**src/rtl/home_cmd_scheduler_if.sv**
```systemverilog
// Command bus between the requesters, the scheduler and the actuator driver.
// master: the scheduler side; slave: the requesters plus the actuator driver.
interface home_cmd_scheduler_if;
    logic       req_app;
    logic [3:0] cmd_app;
    logic       req_ai;
    logic [3:0] cmd_ai;
    logic       req_robot;
    logic [3:0] cmd_robot;
    logic       access_granted;
    logic       bus_ready;
    logic       bus_valid;
    logic [3:0] bus_cmd;
    logic [1:0] bus_src;
    logic       ack_app;
    logic       ack_ai;
    logic       ack_robot;
    logic       app_deny;
    logic       timeout_err;
    logic       busy;

    modport master (
        input  req_app, cmd_app, req_ai, cmd_ai, req_robot, cmd_robot,
        input  access_granted, bus_ready,
        output bus_valid, bus_cmd, bus_src, ack_app, ack_ai, ack_robot,
        output app_deny, timeout_err, busy
    );

    modport slave (
        output req_app, cmd_app, req_ai, cmd_ai, req_robot, cmd_robot,
        output access_granted, bus_ready,
        input  bus_valid, bus_cmd, bus_src, ack_app, ack_ai, ack_robot,
        input  app_deny, timeout_err, busy
    );
endinterface

```
**src/rtl/home_cmd_scheduler.sv**
```systemverilog
// Home command scheduler: arbitrates app / AI / robot commands onto a single
// 4-bit actuator bus with valid/ready handshake and per-command timeout.
// Optional build macro SCHED_FIXED_PRIO_EN: fixed priority app > ai > robot
// instead of round-robin.
module home_cmd_scheduler #(
    parameter int unsigned TIMEOUT_CYCLES = 16,
    parameter int unsigned TO_W           = 8
) (
    input  logic                  clk,
    input  logic                  rst,
    home_cmd_scheduler_if.master  bus
);

    typedef enum logic [1:0] {IDLE, ISSUE, GAP} state_t;

    localparam logic [TO_W-1:0] TO_LAST = TO_W'(TIMEOUT_CYCLES - 1);

    state_t          state;
    logic [TO_W-1:0] to_cnt;
    logic            bus_valid_q;
    logic [3:0]      bus_cmd_q;
    logic [1:0]      bus_src_q;
    logic            ack_app_q;
    logic            ack_ai_q;
    logic            ack_robot_q;
    logic            app_deny_q;
    logic            timeout_err_q;
    logic            busy_q;

    logic [2:0]      elig;
    logic            win_any;
    logic [1:0]      win_src;
    logic [3:0]      win_cmd;

`ifndef SCHED_FIXED_PRIO_EN
    logic [1:0]      rr_ptr;
`endif

    // A zero command is never eligible; app additionally needs access.
    assign elig[0] = bus.req_app && bus.access_granted && (bus.cmd_app != 4'd0);
    assign elig[1] = bus.req_ai && (bus.cmd_ai != 4'd0);
    assign elig[2] = bus.req_robot && (bus.cmd_robot != 4'd0);
    assign win_any = |elig;

`ifdef SCHED_FIXED_PRIO_EN
    // Fixed priority winner: app > ai > robot.
    always_comb begin
        win_src = 2'd0;
        if (elig[0])      win_src = 2'd0;
        else if (elig[1]) win_src = 2'd1;
        else if (elig[2]) win_src = 2'd2;
    end
`else
    // Round-robin winner, search starting at rr_ptr.
    always_comb begin
        win_src = 2'd0;
        case (rr_ptr)
            2'd1: begin
                if (elig[1])      win_src = 2'd1;
                else if (elig[2]) win_src = 2'd2;
                else              win_src = 2'd0;
            end
            2'd2: begin
                if (elig[2])      win_src = 2'd2;
                else if (elig[0]) win_src = 2'd0;
                else              win_src = 2'd1;
            end
            default: begin
                if (elig[0])      win_src = 2'd0;
                else if (elig[1]) win_src = 2'd1;
                else              win_src = 2'd2;
            end
        endcase
    end
`endif

    // Command of the selected source.
    always_comb begin
        win_cmd = bus.cmd_app;
        case (win_src)
            2'd1:    win_cmd = bus.cmd_ai;
            2'd2:    win_cmd = bus.cmd_robot;
            default: win_cmd = bus.cmd_app;
        endcase
    end

    // Scheduler FSM with registered outputs.
    always_ff @(posedge clk or posedge rst) begin
        if (rst) begin
            state         <= IDLE;
            to_cnt        <= '0;
            bus_valid_q   <= 1'b0;
            bus_cmd_q     <= 4'd0;
            bus_src_q     <= 2'd0;
            ack_app_q     <= 1'b0;
            ack_ai_q      <= 1'b0;
            ack_robot_q   <= 1'b0;
            app_deny_q    <= 1'b0;
            timeout_err_q <= 1'b0;
            busy_q        <= 1'b0;
`ifndef SCHED_FIXED_PRIO_EN
            rr_ptr        <= 2'd0;
`endif
        end else begin
            ack_app_q     <= 1'b0;
            ack_ai_q      <= 1'b0;
            ack_robot_q   <= 1'b0;
            timeout_err_q <= 1'b0;
            app_deny_q    <= bus.req_app && !bus.access_granted;
            case (state)
                IDLE: begin
                    if (win_any) begin
                        state       <= ISSUE;
                        bus_valid_q <= 1'b1;
                        bus_cmd_q   <= win_cmd;
                        bus_src_q   <= win_src;
                        busy_q      <= 1'b1;
                    end
                end
                ISSUE: begin
                    if (bus.bus_ready || (to_cnt == TO_LAST)) begin
                        // Ready wins over a simultaneous timeout.
                        state         <= GAP;
                        bus_valid_q   <= 1'b0;
                        to_cnt        <= '0;
                        timeout_err_q <= !bus.bus_ready;
                        case (bus_src_q)
                            2'd1:    ack_ai_q    <= 1'b1;
                            2'd2:    ack_robot_q <= 1'b1;
                            default: ack_app_q   <= 1'b1;
                        endcase
`ifndef SCHED_FIXED_PRIO_EN
                        case (bus_src_q)
                            2'd0:    rr_ptr <= 2'd1;
                            2'd1:    rr_ptr <= 2'd2;
                            default: rr_ptr <= 2'd0;
                        endcase
`endif
                    end else begin
                        to_cnt <= to_cnt + TO_W'(1);
                    end
                end
                GAP: begin
                    state  <= IDLE;
                    to_cnt <= '0;
                    busy_q <= 1'b0;
                end
                default: begin
                    state       <= IDLE;
                    to_cnt      <= '0;
                    bus_valid_q <= 1'b0;
                    busy_q      <= 1'b0;
                end
            endcase
        end
    end

    assign bus.bus_valid   = bus_valid_q;
    assign bus.bus_cmd     = bus_cmd_q;
    assign bus.bus_src     = bus_src_q;
    assign bus.ack_app     = ack_app_q;
    assign bus.ack_ai      = ack_ai_q;
    assign bus.ack_robot   = ack_robot_q;
    assign bus.app_deny    = app_deny_q;
    assign bus.timeout_err = timeout_err_q;
    assign bus.busy        = busy_q;

endmodule
```
**src/flat_wrapper.sv**
```systemverilog
// flat-port wrapper written by rule: the top's interface ports become plain ports
module home_cmd_scheduler_flat 
#(
    parameter int unsigned TIMEOUT_CYCLES = 16,
    parameter int unsigned TO_W           = 8
)
  (clk, rst, bus_req_app, bus_cmd_app, bus_req_ai, bus_cmd_ai, bus_req_robot, bus_cmd_robot, bus_access_granted, bus_bus_ready, bus_bus_valid, bus_bus_cmd, bus_bus_src, bus_ack_app, bus_ack_ai, bus_ack_robot, bus_app_deny, bus_timeout_err, bus_busy);
  home_cmd_scheduler_if bus_i ();
  input  logic clk;
  input  logic rst;
  input wire logic [$bits(bus_i.req_app)-1:0] bus_req_app;
  input wire logic [$bits(bus_i.cmd_app)-1:0] bus_cmd_app;
  input wire logic [$bits(bus_i.req_ai)-1:0] bus_req_ai;
  input wire logic [$bits(bus_i.cmd_ai)-1:0] bus_cmd_ai;
  input wire logic [$bits(bus_i.req_robot)-1:0] bus_req_robot;
  input wire logic [$bits(bus_i.cmd_robot)-1:0] bus_cmd_robot;
  input wire logic [$bits(bus_i.access_granted)-1:0] bus_access_granted;
  input wire logic [$bits(bus_i.bus_ready)-1:0] bus_bus_ready;
  output wire logic [$bits(bus_i.bus_valid)-1:0] bus_bus_valid;
  output wire logic [$bits(bus_i.bus_cmd)-1:0] bus_bus_cmd;
  output wire logic [$bits(bus_i.bus_src)-1:0] bus_bus_src;
  output wire logic [$bits(bus_i.ack_app)-1:0] bus_ack_app;
  output wire logic [$bits(bus_i.ack_ai)-1:0] bus_ack_ai;
  output wire logic [$bits(bus_i.ack_robot)-1:0] bus_ack_robot;
  output wire logic [$bits(bus_i.app_deny)-1:0] bus_app_deny;
  output wire logic [$bits(bus_i.timeout_err)-1:0] bus_timeout_err;
  output wire logic [$bits(bus_i.busy)-1:0] bus_busy;
  assign bus_i.req_app = bus_req_app;
  assign bus_i.cmd_app = bus_cmd_app;
  assign bus_i.req_ai = bus_req_ai;
  assign bus_i.cmd_ai = bus_cmd_ai;
  assign bus_i.req_robot = bus_req_robot;
  assign bus_i.cmd_robot = bus_cmd_robot;
  assign bus_i.access_granted = bus_access_granted;
  assign bus_i.bus_ready = bus_bus_ready;
  assign bus_bus_valid = bus_i.bus_valid;
  assign bus_bus_cmd = bus_i.bus_cmd;
  assign bus_bus_src = bus_i.bus_src;
  assign bus_ack_app = bus_i.ack_app;
  assign bus_ack_ai = bus_i.ack_ai;
  assign bus_ack_robot = bus_i.ack_robot;
  assign bus_app_deny = bus_i.app_deny;
  assign bus_timeout_err = bus_i.timeout_err;
  assign bus_busy = bus_i.busy;
  home_cmd_scheduler #(.TIMEOUT_CYCLES(TIMEOUT_CYCLES), .TO_W(TO_W)) u_core (.clk(clk), .rst(rst), .bus(bus_i));
endmodule
```
**config.mk**
```make
export PLATFORM = sky130hd
export DESIGN_NAME = home_cmd_scheduler_flat
export DESIGN_NICKNAME = d
export VERILOG_FILES = /design/src/rtl/home_cmd_scheduler_if.sv /design/src/rtl/home_cmd_scheduler.sv /design/src/flat_wrapper.sv
export SDC_FILE = /design/constraint.sdc
export NUM_CORES = 1
export LEC_CHECK = 0
export CORE_UTILIZATION = 45
export DETAILED_ROUTE_END_ITERATION = 10
export GPL_TIMING_DRIVEN = 0
export PLACE_DENSITY = 0.76
export SYNTH_ARGS = -nofsm -noshare
export SYNTH_HDL_FRONTEND = slang
export SYNTH_SLANG_ARGS = --single-unit
```
**constraint.sdc**
```tcl
create_clock -name clk -period 2.1 [get_ports clk]
set_input_delay 0.42 -clock clk [delete_from_list [all_inputs] [get_ports clk]]
set_output_delay 0.42 -clock clk [all_outputs]
set_load 0.1 [all_outputs]
```
==> impl_results.md <==
- Status: finished, violations left
- Failing checks: design-rule violations
- Clk_skew: 0.005075 ns
- YS warnings: 0
- Crit path from: bus_cmd_ai[1]
- Clk_lat worst skew: 0.31 ns
- Hold Crit Start: bus_access_granted
- CP bufs+invs: 2
- Count leader, synth: dfrtp_1
- Worst setup SP type: primary input
- First-pass GRT wire length: 4981 um
- Post-synth EDFFs: 0
- CTS tree: yes
- Area Overhead vs Synth: 37.82%
- Total track usage: 19.76%
- Gpl congestion: 0.8360
- First-pass DRT Iterations: 7
- Unique cell type count in the Yosys netlist: 38
- Clk buf depth: 2
- Post-Syn Area: between 1000 and 1500 um^2
- Clock sink total: 25
- NumNets Final: about 200
- Core Footprint: 2853 um^2
- Final non-filler cell total: a little under 200
- Worst hold path type: in2reg
- Num CTS Buffers: 3
- DIE HEIGHT: 58.03 um
- CP peak stage delay: 0.44 ns
- Kind of critical path: in2reg
- Tcrit/Tclk final: 98.13%
- CP Capture Type: flip-flop
- Reg2reg end: u_core.bus.bus_cmd[0]
- Peak supply drop: 1.051 mV
- DR vias: 1124
- Gr ovfl total: 0
- Least-Margin Pin Slew: between 0.9 and 1 ns
- Reg clk slew, reported paths: 0.12 ns
- Die ar.: 3367 um^2
- Synth Register Bits: 25
- Io pins: 32
- Post-route DRC: 2
- Hold Path Depth: 2
- Pleak: 0.9304 nW
- Synth top area share: 44.29%
- Worst R2R Path Depth: 9
- Vias in the first global route: 1150
- FFs w/ async S/R, synth: 100.0%
- Reg2Reg Launch Point: u_core.rr_ptr[1]
- Crit path cell chain: clkdlybuf4s15_2, o41ai_4, a21oi_2, o31ai_4, inv_2, ha_4, a22oi_2, o21ai_1, mux2_4
- Layout cells sized above 1: a little under a third
- Area contributors post-synth: dfrtp_1, ha_1, mux2_4, o21ai_0, inv_1
- Register area share after synthesis: 44.29%
- Reg2reg setup slack: about 0.080 ns
- Final hold viol count: 0
- Synth Area per Inst: 11.21 um^2
- Root Buffer: clkbuf_4
- Starting Density: 49.52%
- IO buf count: 31
- Max_slew headroom: 35.99%
- Hpwl dp: 2196 um
- Die extent in x: 58.03 um
- Largest net degree at the start of global routing: 26
- Syn nets: roughly 150
- Final Util: 68.25%
- Total Wirelength: 3171 um
- # rows: 19
- Setup total negative slack: 0 ns
- Fill cells: between 200 and 250
- Fin crit period: ~2 ns
- FMAX: 0.4853 GHz
- Post-DP Area: 1792 um^2
- Post-synth top area cell: dfrtp_1
- Inst Count DP: around 190
- Final max-slew violation count: 0
- Slowest cell on crit path: o41ai_4
- End of the worst hold path: u_core.bus.app_deny
- Antenna diodes: 0
- Iteration-0 DRC Markers: 28
- WL/cell: 16.10 um
- Final ANT Viol Nets: 0
- Crit path DAT: 2.27 ns
- Primary FF master, synth: dfrtp_1
- PwrDens: between 1000 and 1500 nW/um^2
- Via/cell ratio: 5.706
- Final Setup Violations: 0
- Hold slack: 0.3351 ns
- Crit path max fanout: 4
- CP top delay family: compound AO/OA/AOI/OAI gates
- Max-cap violation count: 0
- Most instantiated cells after synthesis: dfrtp_1, inv_1, nand2_1, o21ai_0, ha_1
- H-tree depth: 1
- Cells after synthesis: 126
- Data required time at the worst endpoint: 2.31 ns
- Initial antenna violation count: 0
- Finished Cell Area: 1947 um^2
-- registers in the layout, indices dropped and copies added, names as in the netlist, 2 cells and up --
| name | cells |
|---|---|
| u_core.to_cnt | 8 |
| u_core.bus.bus_cmd | 4 |
| u_core.bus.bus_src | 2 |
| u_core.rr_ptr | 2 |
| u_core.state | 2 |
-- kinds of logic after synthesis --
| kind of cell | count (synthesis) | share of synthesized area (%) |
|---|---|---|
| multiplexers | 8 | 7.972 |
| adder cells (fa/ha/maj) | 9 | 7.972 |
| AND/OR/NAND/NOR | 33 | 14.26 |
| flip-flops | 25 | 44.29 |
| AO/OA/AOI/OAI | 38 | 21.88 |
| buffers and inverters | 13 | 3.632 |
-- final cells by class --
cell class	count	area [um^2]	share of cell area, %
Timing Repair Buffer	36	330.3	16.97
Inverter	11	41.29	2.121
Clock buffer	4	26.28	1.350
Sequential cell	25	626.9	32.20
Buffer	2	10.01	0.5141
Multi-Input combinational cell	88	873.3	44.86
Tap cell	31	38.79	1.992
-- per-layer routing --
metal  part of all wire, %  vias up  track usage (%)
met5                     0        -                0
met4                   1.8        0            9.184
met3                   3.2        6            2.232
met2                    53       36            37.77
met1                    42      537            21.56
li1                      -      545                -
-- per-stage QoR --
stage | power (mW) | setup WS [ns]
after floorplan | 2.020 | 0.02185
after global placement | 2.347 | -0.6550
after detailed placement | 2.403 | -0.8378
after CTS | 2.644 | -0.002568
after global routing | 2.947 | -0.02311
final | 2.789 | 0.03924
-- how the worst max path moves through the flow --
stage,endpoint,depth (start not counted)
2_1_floorplan,u_core.bus.bus_cmd[0],8
3_3_place_gp,u_core.bus.bus_cmd[0],9
3_5_place_dp,u_core.bus.bus_cmd[0],9
4_1_cts,u_core.bus.bus_cmd[1],9
5_1_grt,u_core.bus.bus_cmd[0],9
6_report,u_core.bus.bus_cmd[0],9
-- report_power, final --
group | switching (mW) | total (mW) | internal [mW]
sequential | 0.103 | 0.715 | 0.612
combinational | 1.22 | 1.86 | 0.648
clock | 0.135 | 0.210 | 0.0742
-- cell usage in the layout, fill, tap and decap left out, types with 3 or more instances in the layout --
cell,n
mux2_4,6
and3_1,3
a21oi_1,5
inv_2,5
a22oi_2,4
o21ai_0,7
o21ai_1,4
a31oi_1,3
dlymetal6s2s_1,5
dfrtp_1,24
clkbuf_2,3
ha_4,4
ha_1,5
nand2_1,10
clkbuf_4,3
nor3_1,4
dlygate4sd2_1,17
buf_4,4
inv_1,6
-- what timing repair did --
action,in CTS,in global routing
hold buffers,0,0
buffers inserted,4,1
endpoints found under the setup margin,17,5
cloned,0,0
gates resized for setup,39,28
pin swaps,10,12
No activity file was read; power rests on OpenSTA's default activity.
